**src/rtl/ps2_key_rx.sv**
```systemverilog
// PS/2 keyboard receiver.
// Synchronizes and deglitches the keyboard clock, deframes 11-bit frames
// (start, 8 data LSB first, odd parity, stop), folds E0/F0 prefixes into
// flags and presents each key event through a single-entry valid/ready
// output register. While an event waits unaccepted and no frame is open,
// the keyboard clock is inhibited.
//
// Handshake: key_valid and the key_* fields hold steady until a cycle with
// key_valid && key_ready; that cycle transfers the event. An event decoded
// while the register holds an untransferred one is dropped (overrun pulse).
module ps2_key_rx #(
  parameter int FILTER_LEN     = 8,
  parameter int TIMEOUT_CYCLES = 50000
) (
  input  logic       sys_clk,
  input  logic       reset,
  input  logic       ps2_clk,
  input  logic       ps2_data,
  output logic       ps2_clk_oe,
  output logic [7:0] key_code,
  output logic       key_ext,
  output logic       key_break,
  output logic       key_valid,
  input  logic       key_ready,
  output logic       frame_err,
  output logic       overrun,
  output logic [1:0] fsm_state
);

  localparam int FW = (FILTER_LEN > 1) ? $clog2(FILTER_LEN) : 1;
  localparam int TW = $clog2(TIMEOUT_CYCLES + 1);

  typedef enum logic [1:0] {
    IDLE   = 2'd0,
    DATA   = 2'd1,
    PARITY = 2'd2,
    STOP   = 2'd3
  } state_t;

  logic          clk_s1, clk_s2, dat_s1, dat_s2;
  logic          filt_clk, filt_clk_d;
  logic [FW-1:0] filt_cnt;
  logic          fall;

  state_t        state, state_n;
  logic [2:0]    bit_cnt, bit_cnt_n;
  logic [7:0]    shift, shift_n;
  logic          par_ok, par_ok_n;
  logic [TW-1:0] to_cnt, to_cnt_n;
  logic          byte_done, byte_err;

  logic          ext_flag, brk_flag;
  logic          is_prefix, new_event;

  // Two-flop synchronizers for both raw keyboard lines (idle high).
  always_ff @(posedge sys_clk or posedge reset) begin
    if (reset) begin
      clk_s1 <= 1'b1;
      clk_s2 <= 1'b1;
      dat_s1 <= 1'b1;
      dat_s2 <= 1'b1;
    end else begin
      clk_s1 <= ps2_clk;
      clk_s2 <= clk_s1;
      dat_s1 <= ps2_data;
      dat_s2 <= dat_s1;
    end
  end

  // Glitch filter: the filtered clock follows only after FILTER_LEN
  // consecutive differing samples; a delayed copy marks the falling edge.
  always_ff @(posedge sys_clk or posedge reset) begin
    if (reset) begin
      filt_clk   <= 1'b1;
      filt_clk_d <= 1'b1;
      filt_cnt   <= '0;
    end else begin
      filt_clk_d <= filt_clk;
      if (clk_s2 != filt_clk) begin
        if (filt_cnt == FW'(FILTER_LEN - 1)) begin
          filt_clk <= clk_s2;
          filt_cnt <= '0;
        end else begin
          filt_cnt <= filt_cnt + FW'(1);
        end
      end else begin
        filt_cnt <= '0;
      end
    end
  end

  assign fall = filt_clk_d & ~filt_clk;

  // Frame FSM state and datapath registers.
  always_ff @(posedge sys_clk or posedge reset) begin
    if (reset) begin
      state   <= IDLE;
      bit_cnt <= '0;
      shift   <= '0;
      par_ok  <= 1'b0;
      to_cnt  <= '0;
    end else begin
      state   <= state_n;
      bit_cnt <= bit_cnt_n;
      shift   <= shift_n;
      par_ok  <= par_ok_n;
      to_cnt  <= to_cnt_n;
    end
  end

  // Frame FSM next state: deframing on each filtered fall, plus timeout abort.
  always_comb begin
    state_n   = state;
    bit_cnt_n = bit_cnt;
    shift_n   = shift;
    par_ok_n  = par_ok;
    to_cnt_n  = to_cnt + TW'(1);
    byte_done = 1'b0;
    byte_err  = 1'b0;

    if (state == IDLE || fall) begin
      to_cnt_n = '0;
    end

    case (state)
      IDLE: begin
        if (fall && !dat_s2) begin
          state_n   = DATA;
          bit_cnt_n = '0;
        end
      end
      DATA: begin
        if (fall) begin
          shift_n   = {dat_s2, shift[7:1]};
          bit_cnt_n = bit_cnt + 3'd1;
          if (bit_cnt == 3'd7) begin
            state_n = PARITY;
          end
        end
      end
      PARITY: begin
        if (fall) begin
          par_ok_n = ^{shift, dat_s2};
          state_n  = STOP;
        end
      end
      STOP: begin
        if (fall) begin
          state_n = IDLE;
          if (par_ok && dat_s2) begin
            byte_done = 1'b1;
          end else begin
            byte_err = 1'b1;
          end
        end
      end
      default: state_n = IDLE;
    endcase

    if (state != IDLE && !fall && to_cnt == TW'(TIMEOUT_CYCLES - 1)) begin
      state_n  = IDLE;
      byte_err = 1'b1;
    end
  end

  assign is_prefix = (shift == 8'hE0) || (shift == 8'hF0);
  assign new_event = byte_done && !is_prefix;

  // Prefix flags and error pulse: prefixes arm flags, events and errors clear them.
  always_ff @(posedge sys_clk or posedge reset) begin
    if (reset) begin
      ext_flag  <= 1'b0;
      brk_flag  <= 1'b0;
      frame_err <= 1'b0;
    end else begin
      frame_err <= byte_err;
      if (byte_err) begin
        ext_flag <= 1'b0;
        brk_flag <= 1'b0;
      end else if (byte_done) begin
        if (shift == 8'hE0) begin
          ext_flag <= 1'b1;
        end else if (shift == 8'hF0) begin
          brk_flag <= 1'b1;
        end else begin
          ext_flag <= 1'b0;
          brk_flag <= 1'b0;
        end
      end
    end
  end

  // Single-entry output register with overrun detection.
  always_ff @(posedge sys_clk or posedge reset) begin
    if (reset) begin
      key_valid <= 1'b0;
      key_code  <= 8'h00;
      key_ext   <= 1'b0;
      key_break <= 1'b0;
      overrun   <= 1'b0;
    end else begin
      overrun <= 1'b0;
      if (new_event) begin
        if (!key_valid || key_ready) begin
          key_valid <= 1'b1;
          key_code  <= shift;
          key_ext   <= ext_flag;
          key_break <= brk_flag;
        end else begin
          overrun <= 1'b1;
        end
      end else if (key_valid && key_ready) begin
        key_valid <= 1'b0;
      end
    end
  end

  // Inhibit the keyboard only between frames while an event is stuck.
  always_ff @(posedge sys_clk or posedge reset) begin
    if (reset) begin
      ps2_clk_oe <= 1'b0;
    end else begin
      ps2_clk_oe <= key_valid && !key_ready && (state == IDLE);
    end
  end

  assign fsm_state = state;

endmodule

```
**config.mk**
```make
export PLATFORM = sky130hd
export DESIGN_NAME = ps2_key_rx
export DESIGN_NICKNAME = d
export VERILOG_FILES = /design/src/rtl/ps2_key_rx.sv
export SDC_FILE = /design/constraint.sdc
export NUM_CORES = 1
export LEC_CHECK = 0
export CAP_MARGIN = 40
export CORE_MARGIN = 2
export CORE_UTILIZATION = 40
export CTS_CLUSTER_SIZE = 20
export DETAILED_ROUTE_END_ITERATION = 10
export PLACE_DENSITY = 0.61
export SYNTH_ARGS = -nofsm -noshare
export SYNTH_HDL_FRONTEND = slang
export SYNTH_SLANG_ARGS = --single-unit
```
**constraint.sdc**
```tcl
create_clock -name sys_clk -period 2.5 [get_ports sys_clk]
set_input_delay 0.25 -clock sys_clk [delete_from_list [all_inputs] [get_ports sys_clk]]
set_output_delay 0.25 -clock sys_clk [all_outputs]
set_load 0.02 [all_outputs]
```
==> metrics.cfg <==
[run_status]
status = complete, no violations

[finish]
final_cells = 305
fillers = 551
most-common-layout-cells = dfrtp_1 (49), nor2_1 (21), clkdlybuf4s50_1 (20)
n_antenna_cell = 0
areaGrowthSynthToFinish_pct = 16.3
register_area_um2 = 1380
drive_above_1_share_pct = 15.2
mostFrequentLayoutCell = dfrtp_1
multi_input_area_um2 = 1040
layout.nets = 244

[clocking]
clk_latency_ns = 0.31
clkTransAtPathRegs_ns = 0.11
cts_made_buffers = 5
post_cts_resized = 0
cts_setup_buffers = 0
cts_htree_levels = 2
cts_tree = done
clock-root-buffer = clkbuf_8
hold_buffers = 0
cts.sinks = 55
clock_tree.buffer_depth = 2

[job]
max-cap-violations = 0

[route]
drt_wl_total_mm = 3.91
vias = 1487
firstDrtPassIters = 4
antenna_left = 0
viasPerCell = 4.88
drt_iter0_drc = 101
routedWlPerCell_um = 12.8
drc = 0

[power_and_ir_drop]
swShare_pct = 33.1
power_w = 0.00219
p_comb_share_pct = 25.9
switchingPower_w = 0.000724
p_leak_nw = 1.33
p_int_w = 0.00146
p_seq_share_pct = 50.8
powerDensity_nw_per_um2 = 766
ir_drop_mv = 0.353
clockPowerShare_pct = 23.3

[sta]
post-route-period-util_pct = 80.3
tns_ns = 0
rsz0062_at_grt = false
skew_ns = 0.00797
hold_viol_final = 0
maxSlewViolCount = 0
relSlewSlack_pct = 56.8
tightest_slew_ns = 0.643
post-route-min-period_ns = 2.01
fmax_ghz = 0.498
setup_viol = 0

[placed_design]
gp_congestion = 0.746
place.detailed.hpwl_mm = 2.88
numPortBuffers = 20
dp_cells = 297

[synthesis]
synth_top_area_share_pct = 49.9
ys_warn_count = 0
avgSynthCellArea_um2 = 12.2
synthTopCellsByArea = dfrtp_1 (50%), dfstp_2 (6.4%), mux2_4 (6.1%), ha_1 (5.1%), xnor2_1 (4.3%)
synth_top_cell_by_area = dfrtp_1
syn_inst = 201
synth-seq-area-share_pct = 56.3
mappedNetlistNets = 216
synth-main-ff-cell = dfrtp_1
synth_cell_type_count = 40
syn_area_um2 = 2460
synth_edf_count = 0
synth_seq_cells = 55
async_reset_ff_share_pct = 100

[floorplan]
die_area_um2 = 6780
coreArea_um2 = 5920
die_x_um = 82.4
rows = 28
start_util_pct = 41.5
fp.dieH_um = 82.4
io_pins = 21

[hold_path]
hp-class = in2async

[global_route]
grt_pass1_wl_mm = 6.94
grt_pass1_vias = 1448
grt_max_degree = 27
antenna_found_initial = 0
overflow = 0
grt_use_total_pct = 13.4

[critical_path]
critical_path_class = reg2reg
crit_path_end_kind = flip-flop
critPathLaunchType = flip-flop
crit_required_ns = 2.70
crit_fanout = 10
cp.arrival_ns = 2.21

logic make-up (layout without fill, tap and decap cells):
family,Yosys count,count (layout),synth area share [%]
AOI/OAI and AO/OA,19,19,4.64
xor gates and xnor gates,22,22,7.84
adders and majority gates,10,10,5.09
buffers and inverters,7,36,1.37
DFF,55,55,56.3
muxes,18,18,9.78
and+or+nand+nor,70,70,14.9
cell usage after synthesis, drive strengths merged, types with 2 or more instances:
library cell	n
a21oi	4
and3	4
nand2	19
dfstp	6
mux2	18
dfrtp	49
o21ai	10
xnor2	12
a32o	2
nor2b	2
nand3	4
xor2	10
nand4	4
and2	3
and4	3
nand2b	2
inv	5
nor2	21
ha	10
worst paths after layout:
kind / startpoint / endpoint / slack [ns] / cells past startpoint
setup / recovery: filt_clk_d / key_code[4] / 0.49 / 6
hold / removal: reset / filt_cnt[1] / 0.29 / 2
setup reg to reg: filt_clk_d / key_code[4] / 0.49 / 6
hold reg to reg: clk_s1 / clk_s2 / 0.36 / 0
max in group asynchronous: reset / clk_s1 / 1.54 / 3
min in group sys_clk: ps2_data / dat_s1 / 0.33 / 1
layer usage:
metal | vias up | part of all wire [%] | global-route usage [%]
met5 | - | 0 | 0
met4 | 0 | 1.6 | 5.50
met3 | 5 | 2.6 | 3.15
met2 | 20 | 43 | 18.1
met1 | 711 | 52 | 20.3
li1 | 751 | - | -
worst max-delay path, cell delays in order (launching register included):
cell	delay (ns)
dfstp_2	0.54
nor2b_1	0.31
and2_2	0.26
nand4_2	0.13
nor2b_2	0.12
buf_4	0.22
mux2_4	0.32
power groups by stage:
stage                     clock [W]  combinational [W]  sequential, W
after floorplan                   0           0.000423        0.00113
after global placement            0           0.000568        0.00113
after detailed placement          0           0.000576        0.00113
after CTS                  0.000540           0.000578        0.00112
after global routing       0.000564           0.000660        0.00113
final                      0.000510           0.000566        0.00111
per-stage QoR:
stage	setup slack [ns]	cell area (µm²)	hold WS (ns)	utilization (%)
2_1_floorplan	0.658	2460	0.254	-
3_3_place_gp	0.520	2760	0.347	46.6
3_5_place_dp	0.480	2760	0.347	46.6
4_1_cts	0.455	2860	0.301	48.2
5_1_grt	0.336	2860	0.324	48.2
6_report	0.492	2860	0.287	48.2
area by class of cell:
cell class              instances  area share (%)
well taps                      75            3.29
flip-flops and latches         55            48.5
clock buffers                   5            2.41
multi-input cells             139            36.4
repair buffers                 23            7.80
inverters                       5           0.657
clock inverters                 3            1.01
registers in the layout, indices dropped and copies added (netlist names), 2 cells and up:
register,flops
to_cnt,16
key_code,8
shift,8
bit_cnt,3
filt_cnt,3
fsm_state,2
Power figures use the tool's default switching activity.
